### src/rtl/key_event.sv
// key_event: turns a debounced key level into press/release/long-press/repeat pulses on a 1 ms tick.
// Auto-repeat in LONG is built only when KEY_EVENT_REPEAT_EN is defined.
module key_event #(
   parameter int CLK_DIV   = 50000,
   parameter int LONG_MS   = 1000,
   parameter int REPEAT_MS = 200
) (
   input  logic clk,
   input  logic rst,
   input  logic key,
   output logic press,
   output logic release_pulse,
   output logic long_press,
   output logic repeat_pulse,
   output logic held
);
   localparam int DW = CLK_DIV > 1 ? $clog2(CLK_DIV) : 1;
   localparam logic [DW-1:0] DIV_MAX = DW'(CLK_DIV - 1);
   localparam logic [15:0] LONG_MAX = 16'(LONG_MS - 1);
   typedef enum logic [1:0] {IDLE, PRESSED, LONG} state_t;
   state_t state;
   logic key_d, tick, rise, fall;
   logic [DW-1:0] div_cnt, div_nxt;
   logic [15:0] ms_cnt;
   assign rise = key & ~key_d;
   assign fall = ~key & key_d;
   assign div_nxt = div_cnt == DIV_MAX ? '0 : div_cnt + DW'(1);
`ifndef KEY_EVENT_REPEAT_EN
   assign repeat_pulse = 1'b0;
`endif
   // tick is registered but lines up with div_cnt == CLK_DIV-1
   always_ff @(posedge clk) begin
      if (!rst) begin
         key_d         <= 1'b0;
         div_cnt       <= '0;
         tick          <= 1'b0;
         ms_cnt        <= '0;
         state         <= IDLE;
         press         <= 1'b0;
         release_pulse <= 1'b0;
         long_press    <= 1'b0;
         held          <= 1'b0;
`ifdef KEY_EVENT_REPEAT_EN
         repeat_pulse  <= 1'b0;
`endif
      end else begin
         key_d         <= key;
         div_cnt       <= div_nxt;
         tick          <= div_nxt == DIV_MAX;
         press         <= 1'b0;
         release_pulse <= 1'b0;
         long_press    <= 1'b0;
`ifdef KEY_EVENT_REPEAT_EN
         repeat_pulse  <= 1'b0;
`endif
         case (state)
            IDLE: if (rise) begin
               press  <= 1'b1;
               ms_cnt <= '0;
               state  <= PRESSED;
               held   <= 1'b1;
            end
            PRESSED: if (fall) begin
               release_pulse <= 1'b1;
               ms_cnt        <= '0;
               state         <= IDLE;
               held          <= 1'b0;
            end else if (tick && ms_cnt == LONG_MAX) begin
               long_press <= 1'b1;
               ms_cnt     <= '0;
               state      <= LONG;
            end else if (tick) begin
               ms_cnt <= ms_cnt + 16'd1;
            end
            LONG: if (fall) begin
               release_pulse <= 1'b1;
               ms_cnt        <= '0;
               state         <= IDLE;
               held          <= 1'b0;
            end
`ifdef KEY_EVENT_REPEAT_EN
            else if (tick && ms_cnt == 16'(REPEAT_MS - 1)) begin
               repeat_pulse <= 1'b1;
               ms_cnt       <= '0;
            end else if (tick) begin
               ms_cnt <= ms_cnt + 16'd1;
            end
`endif
            default: state <= IDLE;
         endcase
      end
   end
endmodule
### config.mk
export PLATFORM = sky130hd
export DESIGN_NAME = key_event
export DESIGN_NICKNAME = d
export VERILOG_FILES = /design/src/rtl/key_event.sv
export SDC_FILE = /design/constraint.sdc
export NUM_CORES = 1
export LEC_CHECK = 0
export CAP_MARGIN = 10
export CORE_UTILIZATION = 35
export CTS_CLUSTER_DIAMETER = 80
export DETAILED_ROUTE_END_ITERATION = 6
export PLACE_DENSITY_LB_ADDON = 0.08
export SLEW_MARGIN = 5
export SYNTH_ARGS = -nofsm -noshare
export SYNTH_HDL_FRONTEND = slang
export SYNTH_SLANG_ARGS = --single-unit
### constraint.sdc
create_clock -name clk -period 2.3 [get_ports clk]
set_input_delay 0.345 -clock clk [delete_from_list [all_inputs] [get_ports clk]]
set_output_delay 0.345 -clock clk [all_outputs]
set_load 0.005 [all_outputs]
# Word level (Yosys, flattened, before mapping)
# Cells that the tools add are included.
[op_classes]
n_addsub = 2
mul = 0
div = 0
magnitude_cmp = 0
eq_ne = 10
n_shift = 0
mux = 18
n_bitwise = 6
reduce_logical = 11
[ops]
columns = ["cell", "n"]
rows = [
  ["2-to-1 mux 16 bit", 6],
  ["one-hot mux 16 bit (3 select lines)", 1],
  ["adder 16 x 1 -> 16 bit, second input constant", 2],
  ["equality test 16 bit, second input constant", 2],
  ["equality test 16 x 10 -> 1 bit, second input constant", 1],
  ["2-to-1 mux 2 bit", 4],
  ["one-hot mux 2 bit (3 select lines)", 1],
  ["AND reduction 3 bit", 2],
  ["2-to-1 mux 1 bit", 5],
  ["!= test 2 bit, second input constant", 2],
  ["!= test 4 bit, second input constant", 1],
  ["inverter 1 bit", 4],
  ["AND reduction 2 bit", 2],
  ["AND reduction 4 bit", 1],
  ["!= test 3 bit, second input constant", 1],
  ["nonzero test 3 bit", 1],
  ["OR reduction 3 bit", 1],
  ["bitwise AND 1 bit", 2],
  ["equality test 2 x 1 -> 1 bit, second input constant", 1],
  ["equality test 2 bit, second input constant", 1],
  ["zero test 2 bit", 1],
  ["!= test 2 x 1 -> 1 bit, second input constant", 1],
  ["one-hot mux 1 bit (2 select lines)", 1],
  ["nonzero test 2 bit", 1],
  ["2 further kinds", 2],
]
[word_totals]
register_bits = 40
latch_bits = 0
ram_bits = 0
romBits = 0
inputBits = 3
output_inout_bits = 5
wordCells = 56
n_memories = 0

# Logic depth before layout (Yosys ltp)
# Gate-level depths: netlist (run 1).
[logic_depth]
depth_word = 5
depth_mapped = 7
depth_no_buf = 6

# Least setup slack after synthesis (run 1)
# No wires, ideal clock.
[synth_path]
path_type = "reg-to-reg"
startpoint = "register state[0]"
endpoint = "register state[0]"
setup_ns = 0.125
t_arrival_ns = 1.473
required_time_ns = 2.175
path_slack_ns = 0.702
stages_incl_launch_ff = 8
path_buffers = 1
synth_period_minus_slack_ns = 1.598
cell_sequence = "dfxtp_1 -> inv_1 -> ha_1 -> nor2_2 -> clkbuf_1 -> nor2_1 -> o211ai_1 -> o31ai_1"
[synth_via]
elab_chain_len = 3
elab_cells_between_ends = 8
cone_classes = "eq/ne: 5; mux: 1; reduce/logical: 2"
[synth_lines]
columns = ["element", "line", "rtl"]
rows = [
  ["start: declaration", "21", "state_t state;"],
  ["start signal: assignment", "38", "state <= IDLE;"],
  ["start signal: assignment", "60", "state <= PRESSED;"],
  ["start signal: assignment", "66", "state <= IDLE;"],
  ["equality test 2 x 1 -> 1 bit (tied with other cells)", "56", "case (state)"],
  ["!= test 3 bit (no line) or != test 2 bit (tied branches)", "n/a", ""],
  ["AND reduction 3 bit (no line)", "n/a", ""],
]
# Parallel ways exist; a longest one is shown, timed or not.
# A chain may end at the register's enable or synchronous reset.

# Worst setup path in the final report (run 1)
[layout_path]
startpoint = "register div_cnt[0]"
endpoint = "register tick"
[layout_via]
elab_chain_len = 3
elab_cells_between_ends = 4
cone_classes = "add/sub: 1; eq/ne: 2; mux: 1"
[layout_lines]
columns = ["element", "line", "rtl"]
rows = [
  ["start: declaration", "23", "logic [DW-1:0] div_cnt, div_nxt;"],
  ["start signal: assignment", "48", "div_cnt <= div_nxt;"],
  ["adder 16 x 1 -> 16 bit or equality test 16 bit (tied branches)", "27", "assign div_nxt = div_cnt == DIV_MAX ? '0 : div_cnt + DW'(1);"],
  ["2-to-1 mux 16 bit (*)", "27", ""],
  ["equality test 16 bit (*)", "49", "tick <= div_nxt == DIV_MAX;"],
  ["end signal: assignment", "36", "tick <= 1'b0;"],
  ["end signal: assignment", "49", ""],
  ["end: declaration", "22", "logic key_d, tick, rise, fall;"],
]
# Every way passes the cells marked *; elsewhere a longest branch is shown, timed or not.

==> results.md, run 1 <==
* CP Launch Point: div_cnt[0]$_SDFF_PN0_
* Status: finished clean
* Slew Limit Fails at 0
* Syn nets at 244
* Reg clk slew, reported paths at 0.08 ns
* Row cnt at 27
* Port bufs at 6
* Worst min path class: flop to flop
* CP Capture Point: tick$_SDFF_PN0_
* CTS tree: built
* Vias per inst at 5.07
* PD cells at 639 nW/um^2
* Cell count along the critical path at 6
* Number of synthesized flops with an enable pin at 0
* Number of global-route vias before repair at 1,513
* Hpwl dp at 3050 um
* Critical path cell sequence: ha_1 -> nand3_1 -> nor3_1 -> xnor2_1 -> o311ai_1 -> nor4_1
* Final hold vios at 0
* Fin Setup TNS at 0 ns
* Post-Syn Area per Cell at 8.96 um^2
* Worst-skew pair later-pin latency at 0.29 ns
* Max incr delay on CP at 0.41 ns
* Post-Layout Inst Area at 2330 um^2
* Yosys cell types at 55
* Maximum number of pins on one net before global-route repair at 14
* GRT Overall Usage at 0.147
* Tmin final at 1.86 ns
* Period utilization at 0.809
* First-pass GRT wire length at 7140 um
* Post-synthesis async set-or-reset flop share at 0
* Ant diodes at 0
* Clock root cell: clkbuf_8
* Synth Flop Type: dfxtp_1
* Setup repair bufs after CTS at 0
* Critical register-to-register path startpoint: div_cnt[0]$_SDFF_PN0_
* VDD IR-drop max at 0.312 mV
* CTS Buf Count at 5
* Startpoint type of the worst setup path: flop
* Maximum Capacitance Violations at 0
* Worst setup EP type: flop
* Seq cells post-synth at 40
* Commonest cells after routing, fill and taps aside: dfxtp_1 (40), nor2_1 (29), xor2_1 (23)
* Synth warn at 0
* DRC errors left at 0
* Clk buf depth at 2
* R2R depth at 6
* Req. time, crit path at 2.50 ns
* Antenna Violating Nets Remaining at 0
* WP data arrival at 2.06 ns
* Final non-filler cell total at 319
* Hold buffers post-CTS at 0
* Initial antenna violation count at 0
* Hold_sp: div_cnt[0]$_SDFF_PN0_
* Synthesized area at 2100 um^2
* Reg-to-reg endpoint: tick$_SDFF_PN0_
* Io pins at 8
* Most common cell after layout, fill and taps aside: dfxtp_1
* Unrepaired setup endpoints after global routing: no
* Final hold slack at 0.501 ns
* Core ar. at 5640 um^2
* Final wirelength at 4110 um
* Share of layout cells above drive strength 1 at 0.130
* Die X at 79.5 um
* Synth Instances at 235
* Wire length per cell at 12.9 um
* Critical path's top delay family: simple AND/OR/NAND/NOR gates
* Routed vias at 1,616
* Layout Skew at 0.00259 ns
* Critical path's slowest cell: dfxtp_1
* Final setup viols at 0
* Chip Height at 79.5 um
* Post-Place Cell Area at 2240 um^2
* Max Clk Rate at 0.538 GHz
* H-tree depth at 2
* Sequential cell area fraction in the yosys report at 0.380
* Initial DRC count at 55
* Area grow syn2layout at 10.9%
* Leakage power at 0.870 nW
* Routability cong. at 0.764
* Placed cells at 311
* R2R Setup Slk at 0.44 ns
* Crit path kind: flop to flop
* Initial Utilization at 0.373
* # resized after CTS at 0
* Crit-path max FO at 7
* DIE AREA at 6330 um^2
* DRT Pass-1 Iters at 5
* Fin nets at 255
* CTS Sinks at 40
* Worst path bufs/invs at 0
* Total gr overflow at 0
-- registers in the layout, indices dropped and copies added (netlist names) --
signal,count
press,1
state,2
held,1
long_press,1
tick,1
div_cnt,16
ms_cnt,16
release_pulse,1
key_d,1
-- layer usage --
metal / GRT usage / wire length [um] / up-vias
met1: 0.210 / 2320 / 748
li1: - / - / 843
met4: 0.0600 / 68 / 0
met5: 0 / 0 / -
met3: 0.0411 / 124 / 6
met2: 0.204 / 1600 / 19
-- power breakdown --
part / internal, mW / switching (mW) / total [mW]
Clock: 0.245 / 0.242 / 0.487
Combinational: 0.107 / 0.157 / 0.264
Sequential: 0.718 / 0.0243 / 0.742
-- cell families (layout without fill, tap and decap cells) --
group                    Yosys count  count (layout)  synth area share
AND/OR/NAND/NOR                  108             108             0.286
multiplexers                       6               6            0.0285
AO/OA/AOI/OAI                     33              33             0.123
XOR/XNOR                          25              25             0.104
other                              1               1           0.00178
buffers and inverters             16              28            0.0404
flip-flops                        40              40             0.381
adder cells (fa/ha/maj)            6               6            0.0357
-- metrics by stage --
stage / util / setup WS, ns / power (mW)
final: 0.414 / 0.440 / 1.49
after global routing: 0.414 / 0.256 / 1.58
after CTS: 0.414 / 0.409 / 1.52
after detailed placement: 0.398 / 0.149 / 1.02
after global placement: 0.398 / 0.204 / 1.03
after floorplan: - / 0.702 / 0.954
-- worst min path at each step --
stage	endpoint	slack, ns	cells past startpoint
after floorplan	div_cnt[0]$_SDFF_PN0_	0.45	1
after global placement	div_cnt[0]$_SDFF_PN0_	0.48	1
after detailed placement	div_cnt[0]$_SDFF_PN0_	0.49	1
after CTS	div_cnt[0]$_SDFF_PN0_	0.51	1
after global routing	ms_cnt[9]$_SDFFE_PN0P_	0.56	2
final	div_cnt[0]$_SDFF_PN0_	0.50	1
-- cell usage after synthesis, types with 2 or more instances --
master     number  area share
a21oi_1         2      0.0048
and2_1          9       0.027
and3_1          4       0.012
and3_2          2      0.0071
buf_2           2      0.0048
clkbuf_1        2      0.0036
dfxtp_1        40        0.38
ha_1            6       0.036
inv_1           8       0.014
mux2i_1         6       0.029
nand2_1        15       0.027
nand3_1         8       0.019
nand4_1         6       0.018
nand4bb_1       2       0.011
nor2_1         29       0.052
nor2_2          3      0.0089
nor2b_1         2      0.0059
nor3_1         13       0.031
nor3b_1         2      0.0071
o2111ai_1       2      0.0083
o211ai_1        8       0.029
o21ai_0         7       0.017
o21ai_2         2      0.0083
xnor2_1         2      0.0083
xor2_1         23       0.096
-- layout make-up --
| class | instances | area [um^2] |
|---|---|---|
| clock buffers | 8 | 90.1 |
| well taps | 72 | 90.1 |
| multi-input cells | 179 | 1220 |
| fillers | 567 | 3310 |
| repair buffers | 12 | 105 |
| inverters | 8 | 30.0 |
| flip-flops and latches | 40 | 801 |
(Power assumes the default switching activity.)
==> run 2, diff against run 1 <==
==> constraint.sdc (replaced) <==
create_clock -name clk -period 1.71 [get_ports clk]
set_input_delay 0.2565 -clock clk [delete_from_list [all_inputs] [get_ports clk]]
set_output_delay 0.2565 -clock clk [all_outputs]
set_load 0.005 [all_outputs]
==> results.md, run 2 (same netlist as run 1, synthesis figures left out) <==
* R2R Setup Slk at -0.05 ns
* Hold buffers post-CTS at 0
* Crit-path max FO at 5
* Antenna Violating Nets Remaining at 0
* Period utilization at 1.03
* Status: finished, violations left
* Routability cong. at 0.769
* CTS Sinks at 40
* GRT Overall Usage at 0.151
* Initial DRC count at 65
* CTS Buf Count at 5
* Hpwl dp at 3260 um
* Critical path cell sequence: or4_4 -> nor4_4 -> nor2b_4 -> o21ai_4 -> clkbuf_16 -> nor2_1
* Crit path kind: flop to flop
* Max incr delay on CP at 0.54 ns
* Io pins at 8
* Final setup viols at 12
* Critical path's top delay family: simple AND/OR/NAND/NOR gates
* Violated checks: setup timing
* Overall Power at 2.37 mW
* Req. time, crit path at 1.90 ns
* Share of layout cells above drive strength 1 at 0.283
* Worst min path class: flop to flop
* Number of global-route vias before repair at 1,641
* Hold depth at 1
* Wire length per cell at 12.5 um
* CTS tree: built
* Layout Skew at 0.00617 ns
* Hold_sp: held$_SDFFE_PN0P_
* Initial Utilization at 0.373
* Clk buf depth at 2
* Area grow syn2layout at 29.5%
* Initial antenna violation count at 0
* Port bufs at 6
* Leakage power at 1.07 nW
* Startpoint type of the worst setup path: flop
* Fillers at 555
* Critical register-to-register path startpoint: ms_cnt[12]$_SDFFE_PN0P_
* Row cnt at 27
* Vias per inst at 4.95
* PD cells at 871 nW/um^2
* Critical path's slowest cell: or4_4
* Cell count along the critical path at 6
* Final hold slack at 0.529 ns
* Slew Limit Fails at 0
* Ant diodes at 0
* Maximum Capacitance Violations at 0
* Commonest cells after routing, fill and taps aside: dfxtp_1 (35), buf_4 (35), xor2_1 (23), nor2_1 (23), nand2_1 (15)
* Placed cells at 340
* WP data arrival at 1.95 ns
* Clock root cell: clkbuf_8
* Maximum number of pins on one net before global-route repair at 20
* Final non-filler cell total at 351
* H-tree depth at 2
* Final wirelength at 4400 um
* DRC errors left at 0
* Unrepaired setup endpoints after global routing: yes
* Reg clk slew, reported paths at 0.08 ns
* Die X at 79.5 um
* Fin nets at 287
* Final hold vios at 0
* VDD IR-drop max at 0.459 mV
* Biggest registers after layout: div_cnt x16, ms_cnt x16, state x2
* Worst Slack Setup Final at -0.0522 ns
* Worst setup EP type: flop
* Tmin final at 1.76 ns
* Max Clk Rate at 0.567 GHz
* Chip Height at 79.5 um
* Reg-to-reg endpoint: ms_cnt[10]$_SDFFE_PN0P_
* Worst path bufs/invs at 1
* Worst Hold End: held$_SDFFE_PN0P_
* R2R depth at 6
* Routed vias at 1,737
* Core ar. at 5640 um^2
* DIE AREA at 6330 um^2
* DRT Pass-1 Iters at 4
* Total gr overflow at 0
* Worst-skew pair later-pin latency at 0.29 ns
* First-pass GRT wire length at 7430 um
-- run 2: cell types whose count changed in the layout (fill, tap and decap cells not counted), moves of 5 or more --
cell	delta
buf_4	+29
dfxtp_2	+5
nor2_4	+6
nor2_1	-6
dfxtp_1	-5
-- run 2: what timing repair did --
item | in CTS | in global routing
gates resized for setup | 0 | 21
setup endpoints to repair | 0 | 19
setup buffers | 0 | 2
-- run 2: worst max-delay path by stage --
stage | start | endpoint | slack, ns
after floorplan | state[0]$_SDFFE_PN0P_ | state[0]$_SDFFE_PN0P_ | 0.11
after global placement | key | ms_cnt[12]$_SDFFE_PN0P_ | -0.18
after detailed placement | key | ms_cnt[12]$_SDFFE_PN0P_ | -0.18
after CTS | ms_cnt[1]$_SDFFE_PN0P_ | state[0]$_SDFFE_PN0P_ | 0.0008
after global routing | ms_cnt[0]$_SDFFE_PN0P_ | ms_cnt[3]$_SDFFE_PN0P_ | -0.13
final | ms_cnt[12]$_SDFFE_PN0P_ | ms_cnt[10]$_SDFFE_PN0P_ | -0.05
-- run 2: where the power goes --
group	internal, mW	leakage (nW)	switching [mW]	total [mW]
sequential	0.967	0.326	0.0233	0.990
clock	0.515	0.0645	0.330	0.846
combinational	0.260	0.678	0.279	0.539
total	1.74	1.07	0.633	2.37
-- run 2: layout make-up --
type	instances	area, um^2	share of cell area
multi-input cells	179	1280	0.471
flip-flops and latches	40	807	0.296
repair buffers	44	388	0.142
clock buffers	7	96.3	0.0354
well taps	72	90.1	0.0331
clock inverters	1	30.0	0.0110
inverters	8	30.0	0.0110
-- run 2: routing by layer --
metal / share of wire / up-vias / GRT usage
li1: - / 913 / -
met1: 0.55 / 798 / 0.218
met2: 0.40 / 21 / 0.215
met3: 0.034 / 5 / 0.0377
met4: 0.011 / 0 / 0.0527
met5: 0 / - / 0
-- run 2: worst reg2reg max path: stages (launching register included) --
cell and delay [ns]:
dfxtp_2 0.32, or4_4 0.54, nor4_4 0.25, nor2b_4 0.10, o21ai_4 0.23, clkbuf_16 0.18, nor2_1 0.04
-- run 2: metrics by stage --
stage / setup slack [ns] / setup TNS, ns / utilization / instance area [um^2]
CTS: 0.000836 / 0 / 0.463 / 2610
finish: -0.0522 / -0.518 / 0.483 / 2730
global placement: -0.177 / -2.69 / 0.441 / 2490
global route: -0.126 / -1.67 / 0.483 / 2730
floorplan: 0.112 / 0 / - / 2100
detailed placement: -0.182 / -2.48 / 0.441 / 2490
